### config.mk
export PLATFORM = sky130hd
export DESIGN_NAME = seq_pattern_matcher
export DESIGN_NICKNAME = d
export VERILOG_FILES = /design/src/rtl/seq_pattern_matcher.sv
export SDC_FILE = /design/constraint.sdc
export NUM_CORES = 1
export LEC_CHECK = 0
export ABC_AREA = 0
export CAP_MARGIN = 20
export CORE_MARGIN = 2
export CORE_UTILIZATION = 58
export CTS_CLUSTER_SIZE = 28
export DETAILED_ROUTE_END_ITERATION = 6
export PLACE_DENSITY = 0.82
export RECOVER_POWER = 25
export SLEW_MARGIN = 20
export SYNTH_ARGS = -nofsm -noshare
export SYNTH_HDL_FRONTEND = slang
export SYNTH_SLANG_ARGS = --single-unit
### constraint.sdc
create_clock -name clk_i -period 3.7 [get_ports clk_i]
set_input_delay 0.37 -clock clk_i [delete_from_list [all_inputs] [get_ports clk_i]]
set_output_delay 0.37 -clock clk_i [all_outputs]
set_load 0.1 [all_outputs]
### src/rtl/seq_pattern_matcher.sv
// Programmable sequence detector: walks a sample vector through a mask/value step table,
// reporting detect, mid-pattern timeout and a saturating match count.
module seq_pattern_matcher #(
    parameter int IN_W      = 4,
    parameter int MAX_STEPS = 16,
    parameter int TIMEOUT   = 1023,
    parameter int CNT_W     = 8,
    parameter int STICKY    = 1,
    localparam int AW       = $clog2(MAX_STEPS)
) (
    input  logic             clk_i,
    input  logic             reset_i,
    input  logic             enable_i,
    input  logic             sample_valid_i,
    input  logic [IN_W-1:0]  sample_i,
    input  logic             cfg_we_i,
    input  logic [AW-1:0]    cfg_addr_i,
    input  logic [IN_W-1:0]  cfg_mask_i,
    input  logic [IN_W-1:0]  cfg_value_i,
    input  logic             cfg_len_we_i,
    input  logic [AW:0]      cfg_len_i,
    input  logic             ack_i,
    output logic [AW-1:0]    step_o,
    output logic             busy_o,
    output logic             detect_o,
    output logic             done_o,
    output logic             timeout_o,
    output logic             cfg_err_o,
    output logic [CNT_W-1:0] match_count_o
);

    localparam int              TO_W    = (TIMEOUT > 0) ? $clog2(TIMEOUT + 1) : 1;
    localparam logic [TO_W-1:0] TO_LAST = TO_W'((TIMEOUT > 0) ? TIMEOUT - 1 : 0);
    localparam logic [AW:0]     LEN_MAX = (AW+1)'(MAX_STEPS);

    typedef enum logic [1:0] {S_IDLE = 2'd0, S_RUN = 2'd1, S_DONE = 2'd2} state_t;

    state_t           state_q, state_d;
    logic [AW-1:0]    step_q, step_d;
    logic [TO_W-1:0]  idle_q, idle_d;
    logic [CNT_W-1:0] count_q, count_d;
    logic [AW:0]      len_q, len_in;
    logic             detect_q, detect_d;
    logic             done_q, done_d;
    logic             timeout_q, timeout_d;
    logic             cfg_err_q, cfg_err_d;
    logic             busy_q;
    logic             fire;
    logic             hit_cur, hit_first, at_last, len_one;

    logic [IN_W-1:0]  mask_q  [MAX_STEPS];
    logic [IN_W-1:0]  value_q [MAX_STEPS];

    assign hit_cur   = ((sample_i ^ value_q[step_q]) & mask_q[step_q]) == '0;
    assign hit_first = ((sample_i ^ value_q[0]) & mask_q[0]) == '0;
    assign at_last   = {1'b0, step_q} == (len_q - (AW+1)'(1));
    assign len_one   = len_q == (AW+1)'(1);

    always_comb begin
        len_in = cfg_len_i;
        if (cfg_len_i == '0) begin
            len_in = (AW+1)'(1);
        end else if (cfg_len_i > LEN_MAX) begin
            len_in = LEN_MAX;
        end
    end

    // IDLE with enable high is treated as running, so the first enabled sample is evaluated.
    always_comb begin
        state_d   = state_q;
        step_d    = step_q;
        idle_d    = idle_q;
        count_d   = count_q;
        detect_d  = 1'b0;
        timeout_d = 1'b0;
        fire      = 1'b0;
        cfg_err_d = enable_i && (cfg_we_i || cfg_len_we_i);
        if (!enable_i) begin
            state_d = S_IDLE;
            step_d  = '0;
            idle_d  = '0;
        end else if (state_q == S_DONE) begin
            idle_d = '0;
            if (ack_i) begin
                state_d = S_RUN;
                step_d  = '0;
            end
        end else begin
            state_d = S_RUN;
            if (sample_valid_i) begin
                idle_d = '0;
                if (hit_cur) begin
                    if (at_last) fire = 1'b1;
                    else         step_d = step_q + AW'(1);
                end else if (step_q != '0 && hit_first) begin
                    // restart: the rejected sample may itself open a new attempt
                    if (len_one) fire = 1'b1;
                    else         step_d = AW'(1);
                end else begin
                    step_d = '0;
                end
            end else if (TIMEOUT != 0 && step_q != '0) begin
                if (idle_q == TO_LAST) begin
                    step_d    = '0;
                    idle_d    = '0;
                    timeout_d = 1'b1;
                end else begin
                    idle_d = idle_q + TO_W'(1);
                end
            end else begin
                idle_d = '0;
            end
            if (fire) begin
                detect_d = 1'b1;
                step_d   = '0;
                if (count_q != '1) count_d = count_q + CNT_W'(1);
                if (STICKY != 0) state_d = S_DONE;
            end
        end
        done_d = state_d == S_DONE;
    end

    always_ff @(posedge clk_i) begin
        if (reset_i) begin
            for (int i = 0; i < MAX_STEPS; i++) begin
                mask_q[i]  <= '0;
                value_q[i] <= '0;
            end
        end else if (!enable_i && cfg_we_i) begin
            mask_q[cfg_addr_i]  <= cfg_mask_i;
            value_q[cfg_addr_i] <= cfg_value_i;
        end
    end

    always_ff @(posedge clk_i) begin
        if (reset_i) begin
            state_q   <= S_IDLE;
            step_q    <= '0;
            idle_q    <= '0;
            count_q   <= '0;
            len_q     <= (AW+1)'(1);
            detect_q  <= 1'b0;
            done_q    <= 1'b0;
            timeout_q <= 1'b0;
            cfg_err_q <= 1'b0;
            busy_q    <= 1'b0;
        end else begin
            state_q   <= state_d;
            step_q    <= step_d;
            idle_q    <= idle_d;
            count_q   <= count_d;
            detect_q  <= detect_d;
            done_q    <= done_d;
            timeout_q <= timeout_d;
            cfg_err_q <= cfg_err_d;
            busy_q    <= step_d != '0;
            if (!enable_i && cfg_len_we_i) len_q <= len_in;
        end
    end

    assign step_o        = step_q;
    assign busy_o        = busy_q;
    assign detect_o      = detect_q;
    assign done_o        = done_q;
    assign timeout_o     = timeout_q;
    assign cfg_err_o     = cfg_err_q;
    assign match_count_o = count_q;

endmodule

==> impl_metrics.yaml, run 1 <==
timing:
  hold_viol_final: 0
  rsz0062_at_grt: "false"
  finalMaxSlewViolations: 33
  min_period_ps: 3390
  fin_tns_setup_ps: 0
  clock_skew_ps: 8.73
  maxSlewHeadroom_pct: -2.27
  fmax_ghz: 0.295
  worstMarginPinSlew_ps: 1530
  finalSetupViolCount: 0
  layout_setup_ws_ps: 311
  timing.final.crit_share_pct: 91.6
final_layout:
  layout-drive-gt1-share_pct: 12.7
  fillers: 908
  area_growth_pct: 15.7
  diodes: 0
  fin_nets: 722
  multi_input_area_sq_um: 3140
  final-seq-area_sq_um: 4520
  post-route-util_pct: 68.5
yosys:
  syn-num-nets: 663
  ys_seq_elements: 162
  synth_top_area_cell: "edfxtp_1"
  synth_area_sq_um: 7840
  async_flop_share_pct: 0
  synthTopCellsByArea: "edfxtp_1 (49%), and2_1 (11%), dfxtp_1 (8.7%), mux4_2 (5.7%), xor2_1 (2.6%)"
  synthSimpleGateAreaFrac_pct: 20.9
  synth_flop_cell: "edfxtp_1"
  synth_compound_area_share_pct: 5.06
  ys.warnings.count: 0
  synth-edff-count: 128
  synth_top_family_by_area: "simple AND/OR/NAND/NOR gates"
  syn_area_per_cell_sq_um: 12.5
  synth_commonest_cells: "and2_1 (132), edfxtp_1 (128), nor2_1 (48)"
  yosysTopAreaCellShare_pct: 49.0
  yosysMostFrequentCell: "and2_1"
  synthCells: 628
  synth_adder_area_share_pct: 1.12
  ys_seq_area_share_pct: 57.7
  yosysUniqueCellTypes: 61
  synth_mux_area_share_pct: 8.15
  synthXorXnorAreaFrac_pct: 4.91
clock_tree:
  cts_root_buf: "clkbuf_16"
  cts_max_path_buffers: 2
  clk_latency_ps: 430
  h-tree-depth: 4
  clk_pin_slew_ps: 60
  cts_tree: "yes"
  cts_resized: 0
  cts.sinks: 162
  numCtsBuffers: 17
  cts-hold-fix-buffers: 0
  cts_setup_buffers: 0
drt:
  drt-initial-drc-count: 535
  wire_per_inst_um: 19.3
  dr.pass1.iters: 5
  ant_nets: 0
  vias_per_cell: 5.79
  drcViolationCount: 0
  num_vias: 5070
  wirelength_um: 16900
worst_setup_path:
  required_ps: 4010
  worst-path-buf-inv: 1
  regToRegEndpoint: "busy_o"
  critPathTopFamily: "flip-flops"
  crit_cells: 10
  cp_cell_sequence: "buf_4 -> mux2i_1 -> xnor2_1 -> mux2i_1 -> o22ai_1 -> or4_4 -> mux2_1 -> a31oi_1 -> nand2_1 -> a311o_1"
  cp_max_fo: 12
  worstSetupStartpoint: "step_o[2]"
  r2r_setup_slack_ps: 310
  max_stage_delay_ps: 770
  cp-end-kind: "flop"
  worstSetupStartpointType: "flop"
  critPathSlowestCell: "dfxtp_1"
  path_class: "flop to flop"
  arrival_ps: 3700
  timing.rr.start: "step_o[2]"
  cp_common_cell: "mux2i_1"
  endpoint: "busy_o"
  ff2ff_path_depth: 10
floorplanning:
  rows: 42
  die_h_um: 120
  dieArea_sq_um: 14500
  chipWidth_um: 120
  io_pins: 45
  initial_core_util_pct: 59.2
  core_area_sq_um: 13200
power:
  ir_drop_uv: 360
  power.density_nw_per_um2: 447
  p_leak_nw: 3.13
placement:
  place_ws_ps: 183
  gp_congestion: 0.839
  dpl.hpwl_um: 11600
  port-buffer-count: 44
status:
  status: "finished, violations left"
  violations: "capacitance limit, slew limit"
job:
  maxCapViolCount: 1
grt:
  grt_max_degree: 33
  grt_pass1_vias: 5111
  grt_pass1_wl_um: 27000
  antenna_found_initial: 0
  gr-total-overflow: 0
  track_usage_pct: 24.9
worst_hold_path:
  hold_path.class: "flop to flop"
[worst min-delay path by stage]
stage,endpoint,depth (start not counted),start
2_1_floorplan,idle_q[0],1,idle_q[0]
3_3_place_gp,idle_q[0],1,idle_q[0]
3_5_place_dp,idle_q[0],1,idle_q[0]
4_1_cts,idle_q[0],1,idle_q[0]
5_1_grt,idle_q[0],1,idle_q[0]
6_report,idle_q[0],1,idle_q[0]
[layer usage]
metal	GRT usage, %	vias to the layer above	wire (um)
li1	-	2380	-
met1	32.2	2489	7210
met2	41.5	171	8410
met3	5.05	30	927
met4	10.2	0	366
met5	0	-	0
[flip-flops by register name, summed over array words and instances (netlist names)]
register       cells
len_q              5
value_q           64
match_count_o      8
busy_o             1
state_q            2
done_o             1
idle_q            10
cfg_err_o          1
mask_q            64
timeout_o          1
step_o             4
detect_o           1
[kinds of logic after synthesis]
group | after synthesis
AO/OA/AOI/OAI | 56
flip-flops | 162
AND/OR/NAND/NOR | 286
buffers and inverters | 35
XOR/XNOR | 44
multiplexers | 38
adder cells (fa/ha/maj) | 7
[placed cells by master, fill, tap and decap left out, types with 11 or more instances in the layout]
| master | count |
|---|---|
| and2_1 | 97 |
| nor2_1 | 48 |
| nand2_1 | 23 |
| clkbuf_16 | 17 |
| edfxtp_1 | 128 |
| and2_0 | 36 |
| xnor2_1 | 21 |
| dfxtp_1 | 34 |
| a21oi_1 | 12 |
| o21ai_0 | 11 |
| mux2i_1 | 14 |
| xor2_1 | 23 |
| or2_2 | 18 |
| nand2b_1 | 11 |
| mux4_2 | 20 |
| clkbuf_1 | 14 |
| nand3_1 | 12 |
| clkdlybuf4s50_1 | 39 |
[report_power, final]
part           switching (W)  total (W)  internal [W]
combinational       0.000177   0.000299      0.000122
sequential         0.0000349    0.00208       0.00204
clock               0.000697    0.00168      0.000984
[metrics by stage]
stage	hold slack, ps	cell area, sq um	std cells	power [W]
floorplan	452	7840	628	0.00230
global placement	475	8560	844	0.00240
detailed placement	483	8560	844	0.00241
CTS	497	9130	875	0.00408
global route	523	9070	875	0.00418
finish	499	9070	875	0.00406
[cell type report]
cell class              count  area share (%)
well taps                 176            2.43
clock inverters            14            1.54
multi-input cells         431            34.6
clock buffers              17            4.69
inverters                   8           0.331
flip-flops and latches    162            49.9
repair buffers             67            6.51
Power figures use the tool's default switching activity.
==> run 2: changes to the inputs <==
- CORE_ASPECT_RATIO: not set -> 1.25
- SKIP_LAST_GASP: not set -> 1
==> impl_metrics.yaml, run 2 (synthesis results as in run 1) <==
clock_tree:
  h-tree-depth: 4
  cts_setup_buffers: 0
  numCtsBuffers: 17
  clk_pin_slew_ps: 70
  clk_latency_ps: 440
  cts_resized: 0
  cts_max_path_buffers: 2
  cts-hold-fix-buffers: 0
  cts_tree: "yes"
  cts.sinks: 162
  cts_root_buf: "clkbuf_16"
status:
  status: "finished, violations left"
  violations: "capacitance limit, slew limit"
final_layout:
  area_growth_pct: 15.8
  largestRegisters: "mask_q x64, value_q x64, idle_q x10"
  fin_nets: 723
  layout-drive-gt1-share_pct: 12.7
  stdcell_area_sq_um: 9080
  diodes: 0
  layout_common_cells: "edfxtp_1 (128), and2_1 (98), nor2_1 (48), clkdlybuf4s50_1 (39), and2_0 (35)"
  layout.cells.most_common: "edfxtp_1"
worst_setup_path:
  critPathSlowestCell: "dfxtp_1"
  worstSetupStartpointType: "flop"
  worst-path-buf-inv: 0
  critPathTopFamily: "multiplexers"
  required_ps: 4010
  cp_max_fo: 8
  cp-end-kind: "flop"
  arrival_ps: 3680
  cp_cell_sequence: "mux4_2 -> mux2i_1 -> xor2_1 -> o22ai_1 -> or4_4 -> mux2_1 -> a31oi_1 -> nand2_1 -> a311o_1"
  max_stage_delay_ps: 650
  path_class: "flop to flop"
floorplanning:
  dieArea_sq_um: 14500
  rows: 47
  io_pins: 45
  chipWidth_um: 108
  initial_core_util_pct: 59.3
  core_area_sq_um: 13200
  die_h_um: 134
drt:
  drt-initial-drc-count: 496
  drcViolationCount: 0
  wire_per_inst_um: 20.3
  num_vias: 5181
  dr.pass1.iters: 5
  wirelength_um: 17700
  ant_nets: 0
  vias_per_cell: 5.94
job:
  maxCapViolCount: 1
timing:
  rsz0062_at_grt: "false"
  clock_skew_ps: 9.18
  hold_slack_ps: 498
  hold_viol_final: 0
  finalMaxSlewViolations: 33
  min_period_ps: 3360
  fin_tns_setup_ps: 0
  finalSetupViolCount: 0
  worstMarginPinSlew_ps: 1510
  timing.final.crit_share_pct: 90.8
  maxSlewHeadroom_pct: -0.665
  fmax_ghz: 0.298
placement:
  dpl.hpwl_um: 11700
  post_dp_cell_area_sq_um: 8540
  gp_congestion: 0.870
  port-buffer-count: 44
grt:
  track_usage_pct: 25.7
  grt.met3_usage_pct: 5.64
  gr-total-overflow: 0
  grt_busiest_layer: "met2"
  grt_pass1_wl_um: 27500
  grt_util_met1_pct: 32.0
  grt_max_degree: 33
  antenna_found_initial: 0
  grt_pass1_vias: 5155
  grtUsageMet2_pct: 43.4
worst_hold_path:
  hold_path.class: "flop to flop"
power:
  finalPower_w: 0.00416
  p_leak_nw: 3.15
  ir_drop_uv: 279
  power.density_nw_per_um2: 458
run 2: cell types whose count changed in the layout (fill, tap and decap cells not counted):
cell        delta
and2_0         -1
and2_1         +1
buf_12         -2
buf_4          +4
bufinv_16      +1
clkinv_1       +2
clkinv_2       -2
clkinvlp_4     -2
inv_6          +1
run 2: power by group:
part / internal (W) / total [W] / switching [W] / leakage, nW
Sequential: 0.00204 / 0.00208 / 0.0000348 / 1.49
Combinational: 0.000122 / 0.000301 / 0.000180 / 1.38
Clock: 0.00106 / 0.00178 / 0.000721 / 0.280
Total: 0.00322 / 0.00416 / 0.000936 / 3.15
run 2: final timing paths:
kind              from        end  slack [ps]  cells after the start
max          step_o[1]     busy_o         340                      9
min          idle_q[0]  idle_q[0]         500                      1
max reg2reg  step_o[1]     busy_o         340                      9
min reg2reg  idle_q[0]  idle_q[0]         500                      1
run 2: final cells by class:
cell class                      instances  area [sq um]
Timing Repair Buffer                   68           577
Fill cell                             932          4150
Multi-Input combinational cell        431          3140
Tap cell                              171           214
Clock inverter                         14           161
Inverter                                8          30.0
Clock buffer                           18           429
Sequential cell                       162          4520
run 2: worst register-to-register path, cell delays in order (launching register included):
cell     delay, ps
dfxtp_1        650
mux4_2         570
mux2i_1        220
xor2_1         170
o22ai_1        130
or4_4          480
mux2_1         330
a31oi_1        220
nand2_1         90
a311o_1        360
run 2: routing by layer:
layer	vias to the layer above	wire (um)
met5	-	0
met4	0	406
met3	36	1200
met2	220	9140
met1	2551	6960
li1	2374	-
run 2: per-stage QoR:
| stage | cells | setup slack (ps) | util (%) |
|---|---|---|---|
| 2_1_floorplan | 628 | 78.3 | - |
| 3_3_place_gp | 840 | 276 | 64.5 |
| 3_5_place_dp | 840 | 230 | 64.5 |
| 4_1_cts | 872 | 344 | 69.0 |
| 5_1_grt | 872 | 137 | 68.6 |
| 6_report | 872 | 339 | 68.6 |
